## config.mk

```make
export PLATFORM = sky130hd
export DESIGN_NAME = fetch_ctrl
export DESIGN_NICKNAME = d
export VERILOG_FILES = /design/src/rtl/fetch_ctrl.sv
export SDC_FILE = /design/constraint.sdc
export NUM_CORES = 1
export LEC_CHECK = 0
export CELL_PAD_IN_SITES_DETAIL_PLACEMENT = 0
export CELL_PAD_IN_SITES_GLOBAL_PLACEMENT = 1
export CORE_UTILIZATION = 30
export CTS_BUF_LIST = sky130_fd_sc_hd__clkbuf_8
export DETAILED_ROUTE_END_ITERATION = 7
export PLACE_DENSITY_LB_ADDON = 0.3
export SLEW_MARGIN = 20
export SYNTH_ARGS = -nofsm -noshare
export SYNTH_HDL_FRONTEND = slang
export SYNTH_SLANG_ARGS = --single-unit
export TNS_END_PERCENT = 50
```

## constraint.sdc

```tcl
create_clock -name clk -period 5.81 [get_ports clk]
set_clock_uncertainty 0.2 [all_clocks]
set_input_delay 1.162 -clock clk [delete_from_list [all_inputs] [get_ports clk]]
set_output_delay 1.162 -clock clk [all_outputs]
set_load 0.05 [all_outputs]
```

## src/rtl/fetch_ctrl.sv

```systemverilog
// fetch_ctrl: instruction-fetch sequencer placed directly upstream of the
// 32-bit PC register. It steers the PC register (pc_next / pc_write_n),
// issues fetches to instruction memory, and holds one fetched instruction
// for decode. Taken branches redirect the PC.
//
// Ports:
//   clk            clock; all state changes on the rising edge
//   rst            synchronous active-high reset
//   pc_q           current PC, read back from the PC register
//   pc_next        value for the PC register input
//   pc_write_n     active-low PC write strobe
//   imem_req       fetch request
//   imem_addr      fetch address
//   imem_ack       memory returns data this cycle
//   imem_rdata     instruction word, valid with imem_ack
//   branch_taken   single-cycle redirect request
//   branch_target  redirect address (low two bits ignored)
//   inst_valid     held instruction is available
//   inst_ready     decode accepts the held instruction
//   inst           held instruction word
//   inst_pc        address of the held instruction
//
// pc_next, pc_write_n, imem_req and imem_addr are combinational so the PC
// register samples them on the same edge as this block's state change.

module fetch_ctrl #(
    parameter logic [31:0] RESET_PC = 32'h0000_0000
) (
    input  logic        clk,
    input  logic        rst,
    input  logic [31:0] pc_q,
    output logic [31:0] pc_next,
    output logic        pc_write_n,
    output logic        imem_req,
    output logic [31:0] imem_addr,
    input  logic        imem_ack,
    input  logic [31:0] imem_rdata,
    input  logic        branch_taken,
    input  logic [31:0] branch_target,
    output logic        inst_valid,
    input  logic        inst_ready,
    output logic [31:0] inst,
    output logic [31:0] inst_pc
);

    typedef enum logic [1:0] {
        BOOT = 2'd0,
        REQ  = 2'd1,
        HOLD = 2'd2
    } state_t;

    state_t      state_r;
    state_t      state_next_s;
    logic [31:0] inst_r;
    logic [31:0] inst_pc_r;
    logic        capture_s;
    logic [31:0] target_aligned_s;

    // Redirect address with the byte-offset bits forced to zero.
    assign target_aligned_s = branch_target & 32'hFFFF_FFFC;

    // Next-state and combinational PC/memory controls from state and inputs.
    always_comb begin
        state_next_s = state_r;
        pc_next      = pc_q;
        pc_write_n   = 1'b1;
        imem_req     = 1'b0;
        imem_addr    = pc_q;
        capture_s    = 1'b0;
        case (state_r)
            BOOT: begin
                // Re-initialise the PC; branches are ignored here.
                pc_next      = RESET_PC;
                pc_write_n   = 1'b0;
                state_next_s = REQ;
            end
            REQ: begin
                imem_req = 1'b1;
                if (branch_taken) begin
                    // Redirect wins over a same-cycle ack; data is dropped.
                    pc_next      = target_aligned_s;
                    pc_write_n   = 1'b0;
                    state_next_s = REQ;
                end else if (imem_ack) begin
                    capture_s    = 1'b1;
                    pc_next      = pc_q + 32'd4;
                    pc_write_n   = 1'b0;
                    state_next_s = HOLD;
                end else begin
                    state_next_s = REQ;
                end
            end
            HOLD: begin
                if (branch_taken) begin
                    // Held instruction is dropped even if decode accepts it.
                    pc_next      = target_aligned_s;
                    pc_write_n   = 1'b0;
                    state_next_s = REQ;
                end else if (inst_ready) begin
                    state_next_s = REQ;
                end else begin
                    state_next_s = HOLD;
                end
            end
            default: begin
                state_next_s = BOOT;
            end
        endcase
    end

    // State register and held instruction/address capture.
    always_ff @(posedge clk) begin
        if (rst) begin
            state_r   <= BOOT;
            inst_r    <= 32'h0000_0000;
            inst_pc_r <= 32'h0000_0000;
        end else begin
            state_r <= state_next_s;
            if (capture_s) begin
                inst_r    <= imem_rdata;
                inst_pc_r <= pc_q;
            end
        end
    end

    assign inst_valid = (state_r == HOLD);
    assign inst       = inst_r;
    assign inst_pc    = inst_pc_r;

endmodule
```

==> flow_metrics.py, run 1 <==
metrics = {
    "clocking": {
        "cts.sinks": 66,
        "htree_levels": 3,
        "cts_resized": 0,
        "clock_latency_ns": 0.36,
        "cts-root-buf": "clkbuf_8",
        "cts_setup_buffers": 0,
        "path_clk_slew_ns": 0.07,
        "tritoncts": "done",
        "numCtsBuffers": 9,
        "cts_hold_buf": 0,
        "cts_buffer_depth": 2,
    },
    "drt": {
        "num_vias": 5303,
        "post-route-drc-count": 0,
        "ant_nets": 0,
        "wire_per_inst_um": 16.5,
        "detail_route.iter0.violations": 372,
        "drt-total-wl_um": 16700,
        "via_per_inst": 5.23,
        "firstDrtPassIters": 5,
    },
    "place": {
        "place.gp.congestion": 0.794,
        "placed_cells": 997,
        "place_ws_ns": 0.318,
        "port_buffers": 229,
        "place_area_sq_mm": 0.00666,
        "hpwl_um": 11900,
    },
    "logic_synthesis": {
        "synthTopCellsByCount": "nand2_1 (189), a21oi_1 (75), dfxtp_1 (66)",
        "syn_nets": 756,
        "synthArstFlopShare": 0,
        "yosysWarnings": 0,
        "ys_seq_area_frac": 0.294,
        "ys_seq_elements": 66,
        "synth_area_sq_mm": 0.00450,
        "synth.most_common_cell": "nand2_1",
        "synth_enable_flop_cells": 0,
        "ys.flop_type": "dfxtp_1",
        "synth.top_cell.area_share": 0.294,
        "ys_types": 65,
        "yosys.area.top_type": "dfxtp_1",
        "synthTopCellsByArea": "dfxtp_1 (29%), nand2_1 (16%), a21oi_1 (8.3%)",
        "synth_cells": 654,
        "postSynthAreaPerCell_sq_um": 6.87,
    },
    "floorplanning": {
        "die_h_um": 124,
        "initial_core_util": 0.308,
        "die_w_um": 124,
        "dieArea_sq_mm": 0.0155,
        "ioPinCount": 232,
        "rows": 44,
        "coreArea_sq_mm": 0.0146,
    },
    "hold_path": {
        "min_path_type": "reg -> reg",
        "hold_start": "inst_pc[12]",
    },
    "critical_path": {
        "crit_fanout": 7,
        "critPathKind": "in -> out",
        "critical_path.startpoint_type": "input pin",
        "critPathRequiredTime_ns": 4.45,
        "cpPeakStageDelay_ns": 0.84,
        "path_common_cell": "clkdlybuf4s50_1",
        "startpoint": "pc_q[2]",
        "crit_family": "buffers and inverters",
        "cp_slowest_cell": "clkdlybuf4s50_1",
        "timing.rr.start": "state_r[0]",
        "cp.arrival_ns": 4.18,
        "critPathBufInv": 2,
        "end_kind": "output port",
        "path_cells": "clkdlybuf4s50_1, ha_1, and2_1, nand4_1, nor4_1, a22oi_1, o21ai_1, clkdlybuf4s50_1",
    },
    "global_route": {
        "grt_pass1_wl_um": 26300,
        "antenna_found_initial": 0,
        "overflow": 0,
        "grt_pass1_vias": 5078,
        "grt_max_degree": 67,
        "gr-usage-all-layers": 0.211,
    },
    "sta": {
        "post-route-min-period_ns": 5.54,
        "period_share": 0.953,
        "relSlewSlack": 0.477,
        "setup_ws_ns": 0.273,
        "drv_slew": 0,
        "hold_slack_ns": 0.256,
        "rsz0062_at_grt": "no",
        "setup_tns_ns": 0,
        "hold_viol": 0,
        "setup_violations": 0,
        "tightest_slew_ns": 0.785,
        "fmax_mhz": 181,
    },
    "pwr": {
        "seq_power_share": 0.354,
        "powerDensity_mw_per_mm2": 198,
        "intPower_mw": 0.818,
        "totalPowerFinal_mw": 1.36,
        "p_clk_frac": 0.275,
        "p_leak_nw": 2.38,
        "combPwrFrac": 0.371,
        "ir_drop_mv": 0.145,
        "sw_frac_of_total": 0.397,
        "switching_power_mw": 0.538,
    },
    "layout": {
        "post-route-util": 0.470,
        "final_area_sq_mm": 0.00685,
        "fillers": 1455,
        "final_nets": 926,
        "drive_gt1_frac": 0.0748,
        "areaGrowthSynthToFinish_pct": 52.4,
        "finalNonFillerCells": 1014,
    },
    "run_status": {
        "status": "finished clean",
    },
    "run": {
        "cap_violations": 0,
    },
}
final timing paths:
| kind | cells after the start | to | slack (ns) |
|---|---|---|---|
| max | 8 | pc_next[20] | 0.27 |
| min | 2 | inst_pc[12] | 0.26 |
| max reg2reg | 6 | inst_pc[29] | 2.61 |
| min reg2reg | 2 | inst_pc[12] | 0.26 |
layout by cell type (no fill, tap or decap), types with 3 or more instances in the layout:
cell             count
nand2b_1             5
o21ai_0             29
nor2_1              26
a22oi_1              3
a21o_1               3
nand3_1             12
o31a_1               6
a211oi_1             5
and2_1               5
and3_1               3
buf_4               22
nand4_1             11
nor2b_1              5
clkdlybuf4s50_1    221
o21a_1               3
o22ai_1              6
nor3_1              12
maj3_1               3
o2bb2ai_1            9
clkbuf_8             9
o41a_1               3
o211ai_1             7
a22o_1              15
nor4_1               3
inv_1                9
nand2_1            188
a21oi_1             75
a31oi_1              9
dfxtp_1             64
o2111ai_1            3
power by group through the flow:
| stage | logic [mW] | registers (mW) | clock network, mW |
|---|---|---|---|
| after floorplan | 0.265 | 0.535 | 0 |
| after detailed placement | 0.503 | 0.490 | 0 |
| after global routing | 0.531 | 0.482 | 0.406 |
| after CTS | 0.505 | 0.480 | 0.389 |
| final | 0.503 | 0.480 | 0.373 |
| after global placement | 0.500 | 0.489 | 0 |
registers in the layout, indices dropped and copies added (netlist names):
register and cells:
inst_pc 32, inst 32, state_r 2
layer usage:
layer / share of wire / track usage / vias up
li1: - / - / 2612
met5: 0 / 0 / -
met4: 0.019 / 0.0730 / 0
met2: 0.47 / 0.350 / 202
met1: 0.44 / 0.257 / 2467
met3: 0.069 / 0.0623 / 22
final cells by class:
type | instances | area, sq um | area share
well taps | 184 | 230 | 0.0336
inverters | 10 | 37.5 | 0.00548
flip-flops and latches | 66 | 1320 | 0.193
repair buffers | 246 | 2410 | 0.351
clock inverters | 7 | 61.3 | 0.00895
clock buffers | 9 | 124 | 0.0181
diodes | 1 | 2.50 | 0.000365
multi-input cells | 491 | 2670 | 0.389
worst reg2reg max path, stage by stage (launching register included):
cell and delay, ns:
dfxtp_2 0.66, nand2b_1 0.47, inv_1 0.41, and2_2 0.74, buf_4 0.41, nand2_1 0.10, a21oi_1 0.14
logic make-up (layout without fill, tap and decap cells):
| group | count (synthesis) | count (layout) | synth area share |
|---|---|---|---|
| DFF | 66 | 66 | 0.294 |
| adders and majority gates | 4 | 4 | 0.00946 |
| AOI/OAI and AO/OA | 196 | 196 | 0.282 |
| other | 0 | 1 | 0 |
| buffers and inverters | 97 | 272 | 0.114 |
| and+or+nand+nor | 289 | 289 | 0.296 |
| xor gates and xnor gates | 1 | 1 | 0.00195 |
| muxes | 1 | 1 | 0.00223 |
Power figures use the tool's default switching activity.
==> run 2: changes to the inputs <==
- CTS_CLUSTER_DIAMETER: default -> 120
==> results of run 2 <==
The final DEF is identical to that of run 1; final timing and power are the same.
==> edit: new RTL, flow settings as in run 1 <==
Register the input `branch_target` before use, cleared by the reset. The logic sees it one clock later. The other inputs are not delayed to match.
--- a/src/rtl/fetch_ctrl.sv
+++ b/src/rtl/fetch_ctrl.sv
@@ -49,6 +49,16 @@
         HOLD = 2'd2
     } state_t;
 
+    logic [31:0] branch_target_q;
+
+    always_ff @(posedge clk) begin
+        if (rst) begin
+            branch_target_q <= '0;
+        end else begin
+            branch_target_q <= branch_target;
+        end
+    end
+
     state_t      state_r;
     state_t      state_next_s;
     logic [31:0] inst_r;
@@ -57,7 +67,7 @@
     logic [31:0] target_aligned_s;
 
     // Redirect address with the byte-offset bits forced to zero.
-    assign target_aligned_s = branch_target & 32'hFFFF_FFFC;
+    assign target_aligned_s = branch_target_q & 32'hFFFF_FFFC;
 
     // Next-state and combinational PC/memory controls from state and inputs.
     always_comb begin
Formal check against the unedited RTL: not equivalent (Yosys sat finds a counterexample within 4 cycles, from zero or initial values and one cycle with rst high).
==> edit against run 1 <==
Total power increased by 22%; non-clock buffer count unchanged; routed wire length increased by 8.1%; synthesized area increased by 12%; clock power increased by 23%; global-route usage decreased by 0.44 points; sequential cell count increased by 30; synthesized cell count increased by 4.4%; cell area increased by 9.8%; core utilization decreased by 1.3 points; register-to-register slack got worse by 0.05 ns; setup slack improved by 0.13 ns; largest cell class unchanged.
==> edit: results (changes against run 1) <==
[setup_path]
arrival_ns=4.04  ; -0.14 ns
path_max_fanout=8  ; +1
critical-path-max-stage-delay_ns=0.68  ; -0.16 ns
setup_slack_of_the_worst_register_to_register_path_ns=2.56  ; -0.05 ns

[layout]
layout-drive-gt1-share_pct=7.459  ; -0.020 points
diodes=0  ; -1
numSequentialCells=96  ; +45%
nFillCells=1627  ; +12%
layout.comb_gates.multi_input=493  ; +0.41%
multi_input_area_share_pct=35.30  ; -3.6 points
layout.non_clock_inverters=7  ; -3

[power_and_ir_drop]
clock_power_share_pct=27.8  ; +0.3 points
p_leak_nw=2.609  ; +9.4%
power.switching_mw=0.5792  ; +7.7%
seq_power_share_pct=42.2  ; +6.8 points

[sta]
slew-limit-headroom_pct=32.32  ; -15 points
timing.hold.ws_ns=0.2580  ; +0.001693 ns

[synth]
post_synthesis_adder_cell_area_fraction_pct=0.2482  ; -0.70 points
netlist_top_cells_count=nand2_1, dfxtp_1, a21oi_1, clkbuf_1, nor2b_1
ys_top_cells_by_area=dfxtp_1, nand2_1, a21oi_1
synth.mux.area_fraction_pct=1.241  ; +1.0 points
synth-compound-area-share_pct=23.26  ; -4.9 points
xor_xnor_share_of_the_synthesized_area_pct=0  ; -0.19 points
post_synth_num_cell_types=57  ; -12%

[outcome]
result_of_the_run=finished, final reports clean

[place]
placement.setup.worst_slack_ns=0.4670  ; +0.1491 ns
dp.final_hpwl_um=12780  ; +7.2%

[detailed_routing]
detail_route.wirelength.met1_um=8041  ; +9.8%
detailroute.wirelength.met3_um=1531  ; +33%
drt_first_iter_violations=434  ; +17%
drt_wl_total_um=18050  ; +8.1%
wl_met2_um=8170  ; +3.3%

[global_routing]
number_of_antenna_violations_at_the_first_check_in_global_routing=1  ; +1
vias_in_the_first_global_route=5220  ; +2.8%
grt_first_pass_wirelength_um=28280  ; +7.7%
grt_start_max_net_pins=97  ; +45%

[clock_tree]
clk-insertion-delay-late_ns=0.38  ; +0.02 ns

[floorplan]
fp.coreArea_mm2=0.01647  ; +13%

edit: cell families (layout without fill, tap and decap cells):
| family | after synthesis | after routing |
|---|---|---|
| AND/OR/NAND/NOR | 303 | 303 |
| AO/OA/AOI/OAI | 183 | 183 |
| flip-flops | 96 | 96 |
| buffers and inverters | 94 | 269 |
| multiplexers | 6 | 6 |
| adder cells (fa/ha/maj) | 1 | 1 |
edit: path summary, 6_finish.rpt:
check | from | endpoint | cells after the start
setup reg to reg | state_r[0] | inst[13] | 6
hold reg to reg | inst[9] | inst[9] | 2
hold / removal | inst[9] | inst[9] | 2
setup / recovery | pc_q[3] | pc_next[18] | 8
edit: worst reg2reg max path: cells and delay by family, from the launching register on:
| family | cells | cell delay [ns] |
|---|---|---|
| compound gates | 1 | 0.15 |
| flops | 1 | 0.55 |
| buf+inv | 2 | 0.86 |
| simple gates | 3 | 1.41 |
edit: metal layers:
metal	global-route usage [%]	vias to the layer above
li1	-	2675
met1	27.12	2571
met2	31.83	240
met3	6.443	26
met4	6.718	0
met5	0	-
